## src/rtl/truth_table_sequencer_if.sv

```systemverilog
// truth_table_sequencer_if: stimulus/capture bundle between a sweep controller and its user.
// Compile with TT_COMPARE_EN to add the expected/match/first_fail check signals.
interface truth_table_sequencer_if;
  logic start, abort, F, A, B, C, D, busy, done;
  logic [15:0] truth_table;
  logic [4:0] ones_count;
`ifdef TT_COMPARE_EN
  logic [15:0] expected;
  logic match;
  logic [3:0] first_fail;
  modport master (output start, abort, F, expected,
                  input A, B, C, D, busy, done, truth_table, ones_count, match, first_fail);
  modport slave (input start, abort, F, expected,
                 output A, B, C, D, busy, done, truth_table, ones_count, match, first_fail);
`else
  modport master (output start, abort, F,
                  input A, B, C, D, busy, done, truth_table, ones_count);
  modport slave (input start, abort, F,
                 output A, B, C, D, busy, done, truth_table, ones_count);
`endif
endinterface

```

## src/rtl/truth_table_sequencer.sv

```systemverilog
// truth_table_sequencer: sweeps {A,B,C,D} over all 16 vectors and captures F into a truth table.
// Define TT_COMPARE_EN to compare the captured table against an expected one at sweep end.
module truth_table_sequencer #(
  parameter int SETTLE_CYCLES = 2
) (
  input logic clock,
  input logic reset_b,
  truth_table_sequencer_if.slave bus
);
  typedef enum logic [1:0] {IDLE, SETTLE, SAMPLE, DONE} state_t;
  localparam logic [3:0] LAST = 4'(SETTLE_CYCLES - 1);
  state_t state;
  logic [3:0] vector, settle_cnt;
  logic busy, done;
  logic [15:0] truth_table, captured;
  logic [4:0] ones_count;
  always_comb begin
    captured = truth_table;
    captured[vector] = bus.F;
  end
`ifdef TT_COMPARE_EN
  logic match;
  logic [3:0] first_fail, low_diff;
  logic [15:0] diff;
  always_comb begin
    diff = captured ^ bus.expected;
    low_diff = '0;
    for (int i = 15; i >= 0; i--) if (diff[i]) low_diff = 4'(i);
  end
  assign bus.match = match;
  assign bus.first_fail = first_fail;
`endif
  always_ff @(posedge clock or negedge reset_b) begin
    if (!reset_b) begin
      state <= IDLE;
      vector <= '0;
      settle_cnt <= '0;
      busy <= 1'b0;
      done <= 1'b0;
      truth_table <= '0;
      ones_count <= '0;
`ifdef TT_COMPARE_EN
      match <= 1'b0;
      first_fail <= '0;
`endif
    end else begin
      case (state)
        IDLE: if (bus.start && !bus.abort) begin
          state <= SETTLE;
          busy <= 1'b1;
          settle_cnt <= '0;
          truth_table <= '0;
          ones_count <= '0;
`ifdef TT_COMPARE_EN
          match <= 1'b0;
          first_fail <= '0;
`endif
        end
        SETTLE: if (bus.abort) begin
          state <= IDLE;
          busy <= 1'b0;
          vector <= '0;
        end else if (settle_cnt == LAST) state <= SAMPLE;
        else settle_cnt <= settle_cnt + 4'd1;
        SAMPLE: begin
          // The capture still lands in the same cycle an abort is taken.
          truth_table <= captured;
          ones_count <= ones_count + {4'd0, bus.F};
          settle_cnt <= '0;
          if (bus.abort) begin
            state <= IDLE;
            busy <= 1'b0;
            vector <= '0;
          end else if (vector == 4'd15) begin
            state <= DONE;
            busy <= 1'b0;
            done <= 1'b1;
            vector <= '0;
`ifdef TT_COMPARE_EN
            match <= (captured == bus.expected);
            first_fail <= low_diff;
`endif
          end else begin
            state <= SETTLE;
            vector <= vector + 4'd1;
          end
        end
        DONE: begin
          state <= IDLE;
          done <= 1'b0;
        end
        default: state <= IDLE;
      endcase
    end
  end
  assign {bus.A, bus.B, bus.C, bus.D} = vector;
  assign bus.busy = busy;
  assign bus.done = done;
  assign bus.truth_table = truth_table;
  assign bus.ones_count = ones_count;
endmodule

```

## src/flat_wrapper.sv

```systemverilog
// flat-port wrapper written by rule: the top's interface ports become plain ports
module truth_table_sequencer_flat 
#(
  parameter int SETTLE_CYCLES = 2
)
  (clock, reset_b, bus_start, bus_abort, bus_F, bus_A, bus_B, bus_C, bus_D, bus_busy, bus_done, bus_truth_table, bus_ones_count);
  truth_table_sequencer_if bus_i ();
  input logic clock;
  input logic reset_b;
  input wire logic [$bits(bus_i.start)-1:0] bus_start;
  input wire logic [$bits(bus_i.abort)-1:0] bus_abort;
  input wire logic [$bits(bus_i.F)-1:0] bus_F;
  output wire logic [$bits(bus_i.A)-1:0] bus_A;
  output wire logic [$bits(bus_i.B)-1:0] bus_B;
  output wire logic [$bits(bus_i.C)-1:0] bus_C;
  output wire logic [$bits(bus_i.D)-1:0] bus_D;
  output wire logic [$bits(bus_i.busy)-1:0] bus_busy;
  output wire logic [$bits(bus_i.done)-1:0] bus_done;
  output wire logic [$bits(bus_i.truth_table)-1:0] bus_truth_table;
  output wire logic [$bits(bus_i.ones_count)-1:0] bus_ones_count;
  assign bus_i.start = bus_start;
  assign bus_i.abort = bus_abort;
  assign bus_i.F = bus_F;
  assign bus_A = bus_i.A;
  assign bus_B = bus_i.B;
  assign bus_C = bus_i.C;
  assign bus_D = bus_i.D;
  assign bus_busy = bus_i.busy;
  assign bus_done = bus_i.done;
  assign bus_truth_table = bus_i.truth_table;
  assign bus_ones_count = bus_i.ones_count;
  truth_table_sequencer #(.SETTLE_CYCLES(SETTLE_CYCLES)) u_core (.clock(clock), .reset_b(reset_b), .bus(bus_i));
endmodule
```

## config.mk

```make
export PLATFORM = sky130hd
export DESIGN_NAME = truth_table_sequencer_flat
export DESIGN_NICKNAME = d
export VERILOG_FILES = /design/src/rtl/truth_table_sequencer_if.sv /design/src/rtl/truth_table_sequencer.sv /design/src/flat_wrapper.sv
export SDC_FILE = /design/constraint.sdc
export NUM_CORES = 1
export LEC_CHECK = 0
export BUFFER_PORTS_ARGS = -buffer_cell sky130_fd_sc_hd__buf_2
export CORE_ASPECT_RATIO = 0.5
export CORE_UTILIZATION = 42
export DETAILED_ROUTE_END_ITERATION = 16
export GPL_TIMING_DRIVEN = 0
export PLACE_DENSITY_LB_ADDON = 0.15
export SLEW_MARGIN = 20
export SYNTH_ARGS = -nofsm -noshare
export SYNTH_HDL_FRONTEND = slang
export SYNTH_SLANG_ARGS = --single-unit
```

## constraint.sdc

```tcl
create_clock -name clock -period 1.8 [get_ports clock]
set_clock_uncertainty 0.1 [all_clocks]
set_input_delay 0.09 -clock clock [delete_from_list [all_inputs] [get_ports clock]]
set_output_delay 0.09 -clock clock [all_outputs]
set_load 0.1 [all_outputs]
```

==> metrics.yaml, run 1 <==
cts-root-buf: "clkbuf_8"
peakVddDrop_v: 0.000492
ys_top_cells_by_area: "dfrtp_1 (45%), o21ai_0 (9.5%), ha_1 (8.2%)"
rsz0062_at_grt: "true"
layout.cells.non_filler: 291
synth_area_mm2: 0.00184
drt_iter0_markers: 101
p_total_mw: 3.08
fill_cells: 387
crit_fanout: 10
synthSimpleGateAreaFrac_pct: 15.7
die_area_mm2: 0.00467
vias: 1642
crit_type: "reg2reg"
status: "complete, no violations"
required_ns: 1.86
grt_overflow: 0
holdCritPathClass: "in2reg"
synth_xor_area_share_pct: 0
port_buffers: 31
period_needed_ns: 1.71
die_w_um: 95.7
clock-sinks: 33
dr.pass1.iters: 4
syn_inst: 193
routed_wl_um: 4420
cpPeakStageDelay_ns: 0.39
vias_per_cell: 5.64
synth_cell_types: 37
clkLatencyLatePin_ns: 0.28
finalCritPeriodShare_pct: 95.3
grt_pass1_wl_um: 7410
timing.fmax_mhz: 583
core-area_mm2: 0.00404
synth-compound-area-share_pct: 27.2
grt_pass1_vias: 1521
drv_cap: 0
cp_slowest_cell: "dfrtp_1"
synth-seq-cells: 33
path_delay_family: "simple AND/OR/NAND/NOR gates"
async_reset_ff_share_pct: 100
start_util_pct: 45.5
synthMuxAreaShare_pct: 0.543
gp_congestion: 0.771
ant_nets: 0
slew_headroom_pct: 49.8
design_area_mm2: 0.00231
drive_above_1_share_pct: 29.1
final_util_pct: 57.1
synth.net_count: 210
synth_top_family_by_area: "compound AO/OA/AOI/OAI gates"
pre_cts_ws_ns: -0.151
crit_path_start_kind: "flip-flop"
yosysWarnings: 0
num_rows: 16
end_kind: "flip-flop"
setup_ws_ns: 0.0851
cp_num_buf_inv: 2
grt_use_total_pct: 21.0
ios: 32
finalSetupTns_ns: 0
antenna_found_initial: 0
placed_area_mm2: 0.00208
finalMaxSlewViolations: 0
synth-adder-area-share_pct: 8.15
tightestPinTransition_ns: 0.753
path_clk_slew_ns: 0.07
setup_viol: 0
yosysSeqAreaShare_pct: 44.8
ys.flop_type: "dfrtp_1"
cts_tree: "built"
crit_chain: "buf_4 > ha_1 > buf_2 > and2b_2 > and3_1 > o21ai_1 > o41ai_1"
synth-edff-count: 0
clockBufferDepth: 2
powerDensity_mw_per_mm2: 1330
fin_hold_ws_ns: 0.0788
cp.arrival_ns: 1.77
diodes: 0
synth_top_area_share_pct: 44.8
htreeDepth: 2
wire_per_inst_um: 15.2
p_leak_nw: 1.09
place_inst: 278
syn_avg_cell_area_um2: 9.54
drc: 0
cts_buffers: 5
dpl.hpwl_um: 3130
synth_top_area_cell: "dfrtp_1"
syn_to_final_growth_pct: 25.5
fp.dieH_um: 48.8
fin_nets: 253
grt_max_degree: 34
hold_violations: 0
==> power breakdown <==
part	internal (mW)	switching (mW)	total, mW	leakage (nW)
clock network	0.550	0.284	0.834	0.0681
registers	0.836	0.0735	0.910	0.441
logic	0.423	0.917	1.34	0.584
==> layout by cell type (no fill, tap or decap), types with 2 or more instances in the layout <==
cell	count
buf_2	36
o21ai_0	33
dfrtp_1	26
a21boi_0	15
nand3_1	14
nand2_1	12
ha_1	11
a22o_1	6
inv_1	5
nor2_1	5
clkbuf_8	5
buf_4	5
nand2b_1	4
dfrtp_2	4
clkbuf_1	3
a21o_1	3
nor2b_1	3
a31oi_1	3
dfrtp_4	3
inv_2	2
or4b_1	2
a21oi_1	2
and2_1	2
o21ai_1	2
nand4b_1	2
o311ai_0	2
bufinv_16	2
==> logic make-up after synthesis <==
logic type      count (synthesis)
simple gates                   53
compound gates                 77
mux                             1
fa+ha+maj                      12
flops                          33
buf+inv                        17
==> tightest hold or removal path: stages <==
cell	delay, ns
buf_2	0.14
nand2_1	0.07
o311ai_0	0.10
==> metal layers <==
metal	vias up	wire [um]	track usage, %
li1	796	-	-
met1	799	2280	31.2
met2	42	1910	30.5
met3	5	205	5.61
met4	0	27	4.48
met5	-	0	0
==> path summary, 6_finish.rpt <==
path | startpoint | endpoint | slack [ns] | cells past startpoint
worst max-delay path | u_core.state[1]$_DFFE_PN0P_ | u_core.vector[3]$_DFFE_PN0P_ | 0.09 | 7
worst min-delay path | bus_F | u_core.bus.truth_table[15]$_DFFE_PN0P_ | 0.08 | 3
worst max register to register | u_core.state[1]$_DFFE_PN0P_ | u_core.vector[3]$_DFFE_PN0P_ | 0.09 | 7
worst min register to register | u_core.bus.truth_table[11]$_DFFE_PN0P_ | u_core.bus.truth_table[11]$_DFFE_PN0P_ | 0.40 | 2
max in group asynchronous | reset_b | u_core.bus.ones_count[0]$_DFFE_PN0P_ | 0.73 | 2
min in group asynchronous | reset_b | u_core.settle_cnt[0]$_DFFE_PN0P_ | 0.30 | 2
==> sequential cells by signal, summed over array words and instances (netlist names) <==
name                    count
u_core.vector               4
u_core.bus.ones_count       5
u_core.settle_cnt           4
u_core.state                2
u_core.bus.truth_table     16
u_core.bus.done             1
u_core.bus.busy             1
==> synth_stat cells, types with 2 or more instances <==
master and n:
o21ai_0 35, dfrtp_1 33, a21boi_0 15, nand3_1 15, nand2_1 13, ha_1 12
clkbuf_1 8, inv_1 7, a22o_1 6, nor2_1 5, nand2b_1 4, a21o_1 3
a21oi_1 3, a31oi_1 3, nor2b_1 3, and2_1 2, buf_2 2, nand4b_1 2
o311ai_0 2, o41ai_1 2, or4b_1 2
==> what timing repair did <==
item	in CTS	in global routing
endpoints found under the setup margin	25	26
hold endpoints to repair	33	0
setup buffers	3	2
gates resized for setup	7	17
pin swaps	0	2
hold buffers	1	0
==> area by class of cell <==
cell class	instances	area, um2	area share [%]
repair buffers	37	203	8.77
inverters	7	26.3	1.14
clock buffers	5	68.8	2.98
plain buffers	9	47.5	2.06
well taps	54	67.6	2.92
flip-flops and latches	33	842	36.4
multi-input cells	143	991	42.9
clock inverters	3	65.1	2.82
No activity file was read; power rests on OpenSTA's default activity.
==> run 2: changes to the inputs <==
Settings changed: CORE_MARGIN set to 2, PLACE_DENSITY set to 0.72, PLACE_DENSITY_LB_ADDON 0.15 to not set.
==> metrics.yaml, run 2 (same netlist as run 1, synthesis figures left out) <==
reg_top3: "u_core.bus.truth_table: 16 flops, u_core.bus.ones_count: 5 flops"
slew_headroom_pct: 50.2
drive_above_1_share_pct: 30.4
cp_slowest_cell: "dfrtp_1"
grt_use_total_pct: 20.0
crit_chain: "inv_2 > ha_1 > clkbuf_4 > a21boi_4 > nand3_1 > o21ai_0"
powerDensity_mw_per_mm2: 1250
cts_buffers: 5
ant_nets: 0
internal_power_mw: 1.56
core-area_mm2: 0.00404
rsz0062_at_grt: "true"
cp.arrival_ns: 1.83
largest-register: "u_core.bus.truth_table"
finalCritPeriodShare_pct: 96.1
crit_path_start_kind: "flip-flop"
port_buffers: 31
vias_per_cell: 5.64
grt_pass1_vias: 1589
p_leak_nw: 1.08
grt_max_degree: 34
final_util_pct: 56.7
die_w_um: 97.7
htreeDepth: 2
end_kind: "flip-flop"
dr.pass1.iters: 4
switching_power_mw: 1.31
layout_common_cells: "buf_2 (31), o21ai_0 (30), dfrtp_1 (26)"
fin_nets: 253
pre_cts_ws_ns: -0.182
hold_violations: 0
fp.dieH_um: 50.8
grt_pass1_wl_um: 7650
combinationalPowerShare_pct: 48.7
cts-root-buf: "clkbuf_8"
pwr-share-clk_pct: 19.3
cpPeakStageDelay_ns: 0.41
layout_commonest_cell: "buf_2"
cp_num_buf_inv: 2
place_inst: 278
die_area_mm2: 0.00496
start_util_pct: 45.5
wire_per_inst_um: 15.8
crit_fanout: 10
holdCritPathClass: "in2reg"
required_ns: 1.90
cts_tree: "built"
path_clk_slew_ns: 0.07
peakVddDrop_v: 0.000684
path_delay_family: "compound AO/OA/AOI/OAI gates"
layout.cells.non_filler: 291
clkLatencyLatePin_ns: 0.28
diodes: 0
setup_ws_ns: 0.0703
crit_type: "reg2reg"
p_total_mw: 2.87
dpl.hpwl_um: 3160
ios: 32
largest_register_ffs: 16
tightestPinTransition_ns: 0.747
p_sw_share_pct: 45.6
period_needed_ns: 1.73
vias: 1640
clock-sinks: 33
seq_power_share_pct: 32.0
antenna_found_initial: 0
finalSetupTns_ns: 0
status: "complete, no violations"
clockBufferDepth: 2
setup_viol: 0
timing.fmax_mhz: 578
num_rows: 16
routed_wl_um: 4600
grt_overflow: 0
finalMaxSlewViolations: 0
gp_congestion: 0.812
drc: 0
drt_iter0_markers: 66
syn_to_final_growth_pct: 24.6
drv_cap: 0
## run 2: changes by cell type in the layout (fill, tap and decap cells not counted), moves of 2 or more
cell	change
o21ai_1	+3
clkbuf_4	+3
nand3_1	-2
bufinv_16	-2
buf_2	-5
o21ai_0	-3
nand3_2	+2
## run 2: final cells by class
class,instances,area (um2)
buffer,9,57.6
clock buffer,5,68.8
clock inverter,3,17.5
fill,379,1750
inverter,7,26.3
multi-input combinational,143,1010
sequential,33,842
tap,54,67.6
timing repair buffer,37,203
## run 2: per-layer routing
| metal | GRT usage, % | vias to the layer above | part of all wire (%) |
|---|---|---|---|
| met2 | 33.6 | 35 | 47 |
| met5 | 0 | - | 0 |
| met4 | 4.63 | 0 | 0.67 |
| li1 | - | 793 | - |
| met1 | 26.2 | 808 | 48 |
| met3 | 5.61 | 4 | 4.2 |
## run 2: repair_timing
action,in CTS,in global routing
setup buffers,3,2
hold endpoints to repair,33,0
setup endpoints to repair,25,24
hold buffers,1,0
gates resized for setup,12,20
cloned,0,0
pin swaps,0,3
## run 2: power groups by stage
stage | Sequential, mW | Clock [mW] | Combinational [mW]
after detailed placement | 0.933 | 0 | 1.17
final | 0.919 | 0.555 | 1.40
after CTS | 0.913 | 0.565 | 1.29
after global placement | 0.927 | 0 | 1.13
after global routing | 0.931 | 0.602 | 1.50
after floorplan | 1.24 | 0 | 0.581
## run 2: worst paths after layout
| check | start | endpoint | slack, ns | cells after the start |
|---|---|---|---|---|
| max reg2reg | u_core.state[0]$_DFFE_PN0P_ | u_core.bus.truth_table[10]$_DFFE_PN0P_ | 0.07 | 6 |
| min in group asynchronous | reset_b | u_core.settle_cnt[1]$_DFFE_PN0P_ | 0.30 | 2 |
| max in group asynchronous | reset_b | u_core.bus.ones_count[0]$_DFFE_PN0P_ | 0.74 | 2 |
| min reg2reg | u_core.bus.truth_table[8]$_DFFE_PN0P_ | u_core.bus.truth_table[8]$_DFFE_PN0P_ | 0.40 | 2 |
| max | u_core.state[0]$_DFFE_PN0P_ | u_core.bus.truth_table[10]$_DFFE_PN0P_ | 0.07 | 6 |
| min | bus_F | u_core.bus.truth_table[1]$_DFFE_PN0P_ | 0.09 | 3 |
## run 2: worst min-delay path: stages
cell and delay (ns):
buf_2 0.15, nand3_2 0.12, o21ai_1 0.07
## run 2: metrics by stage
stage / instance area (um2) / hold WS, ns
after global routing: 2290 / 0.106
after floorplan: 1860 / -0.306
final: 2290 / 0.0904
after CTS: 2220 / 0.0803
after detailed placement: 2080 / 0.113
after global placement: 2080 / 0.0989
==> run 3: changes to the inputs <==
Settings changed: ABC_CLOCK_PERIOD_IN_PS set to 1800, HOLD_SLACK_MARGIN set to 0.12, PLACE_DENSITY 0.72 to 0.66.
==> metrics.yaml, run 3 (same netlist as run 1, synthesis figures left out) <==
gp_congestion: 0.808
final_util_pct: 58.3
syn_to_final_growth_pct: 27.9
fill_cells: 352
layout_common_cells: "o21ai_0 (32), buf_2 (30), dfrtp_1 (26)"
port_buffers: 31
fin_nets: 252
die_area_mm2: 0.00496
reg_top3: "u_core.bus.truth_table: 16 flops, u_core.bus.ones_count: 5 flops"
ios: 32
dpl.hpwl_um: 3110
cp.arrival_ns: 1.92
placed_area_mm2: 0.00208
clkLatencyLatePin_ns: 0.29
cp-startpoint: "u_core.state[1]$_DFFE_PN0P_"
layout.cells.non_filler: 290
required_ns: 1.93
setup_viol: 0
cts_tree: "built"
dr.pass1.iters: 4
holdCritPathClass: "in2reg"
largest_register_ffs: 16
die_w_um: 97.7
vias: 1606
clockBufferDepth: 2
p_leak_nw: 1.10
grt_max_degree: 34
finalMaxSlewViolations: 0
end_kind: "flip-flop"
drv_cap: 0
drc: 0
drt_iter0_markers: 97
crit_path_start_kind: "flip-flop"
reg2reg_from: "u_core.state[1]$_DFFE_PN0P_"
fp.dieH_um: 50.8
layout_commonest_cell: "o21ai_0"
cpPeakStageDelay_ns: 0.51
peakVddDrop_v: 0.000717
cts_buffers: 5
powerDensity_mw_per_mm2: 1360
timing.fmax_mhz: 557
cp_num_buf_inv: 2
routed_wl_um: 4540
cts-root-buf: "clkbuf_8"
design_area_mm2: 0.00236
clock-sinks: 33
grt_pass1_wl_um: 7390
start_util_pct: 45.5
crit_type: "reg2reg"
vias_per_cell: 5.54
diodes: 0
crit_fanout: 6
path_clk_slew_ns: 0.07
crit_chain: "inv_2 > ha_4 > buf_6 > nor2_2 > a21o_4 > or4b_1 > nand3_1"
slew_headroom_pct: 50.1
largest-register: "u_core.bus.truth_table"
num_rows: 16
rsz0062_at_grt: "true"
drive_above_1_share_pct: 31.4
htreeDepth: 2
grt_use_total_pct: 19.1
path_delay_family: "simple AND/OR/NAND/NOR gates"
hp-start: "bus_start"
period_needed_ns: 1.80
cp_slowest_cell: "or4b_1"
ant_nets: 0
p_total_mw: 3.20
grt_pass1_vias: 1475
wire_per_inst_um: 15.7
grt_overflow: 0
tightestPinTransition_ns: 0.748
antenna_found_initial: 0
place_inst: 278
finalCritPeriodShare_pct: 99.8
hold_violations: 0
status: "complete, no violations"
core-area_mm2: 0.00404
run 3: changes by cell type in the layout (fill, tap and decap cells not counted), sizes merged:
cell | previous run | this run
bufinv | 0 | 2
clkbuf | 12 | 10
clkinv | 2 | 1
clkinvlp | 1 | 0
dlygate4sd3 | 1 | 2
run 3: final timing paths:
kind	end	cells past startpoint	slack, ns
max	u_core.bus.ones_count[4]$_DFFE_PN0P_	7	0.003
min	u_core.state[1]$_DFFE_PN0P_	4	0.19
max reg2reg	u_core.bus.ones_count[4]$_DFFE_PN0P_	7	0.003
min reg2reg	u_core.bus.truth_table[7]$_DFFE_PN0P_	2	0.42
max in group asynchronous	u_core.bus.ones_count[0]$_DFFE_PN0P_	2	0.74
min in group asynchronous	u_core.settle_cnt[2]$_DFFE_PN0P_	2	0.31
run 3: cell type report:
cell class | instances | area [um2] | share of cell area [%]
Clock buffer | 5 | 68.8 | 2.92
Buffer | 7 | 57.6 | 2.44
Inverter | 7 | 26.3 | 1.12
Clock inverter | 3 | 65.1 | 2.76
Timing Repair Buffer | 38 | 215 | 9.13
Tap cell | 54 | 67.6 | 2.87
Multi-Input combinational cell | 143 | 1010 | 43.0
Sequential cell | 33 | 842 | 35.7
run 3: stage by stage:
stage | worst slack (ns) | hold slack (ns) | setup TNS (ns)
5_1_grt | -0.0421 | 0.215 | -0.140
6_report | 0.00342 | 0.191 | 0
3_5_place_dp | -0.166 | 0.109 | -2.39
3_3_place_gp | -0.103 | 0.0957 | -1.33
4_1_cts | 0.00317 | 0.178 | 0
2_1_floorplan | -0.0466 | -0.306 | -0.0466
run 3: routing by layer:
layer	global-route usage (%)	routed length, um	vias to the layer above
li1	-	-	795
met1	27.3	2240	765
met2	28.6	2000	41
met3	5.20	274	5
met4	5.56	30	0
met5	0	0	-
run 3: timing repair:
item	in CTS	in global routing
hold buffers	2	0
resized for setup	9	28
setup endpoints to repair	25	23
pin swaps	2	4
endpoints found under the hold margin	37	0
buffers inserted	3	2
run 3: power breakdown:
group	switching [mW]	internal, mW
Combinational	0.949	0.496
Clock	0.291	0.550
Sequential	0.0781	0.836
Total	1.32	1.88
run 3: worst min-delay path, delay by kind of cell:
family	cells	cell delay, ns
AOI/OAI and AO/OA	2	0.22
buffers and inverters	1	0.11
and+or+nand+nor	1	0.11
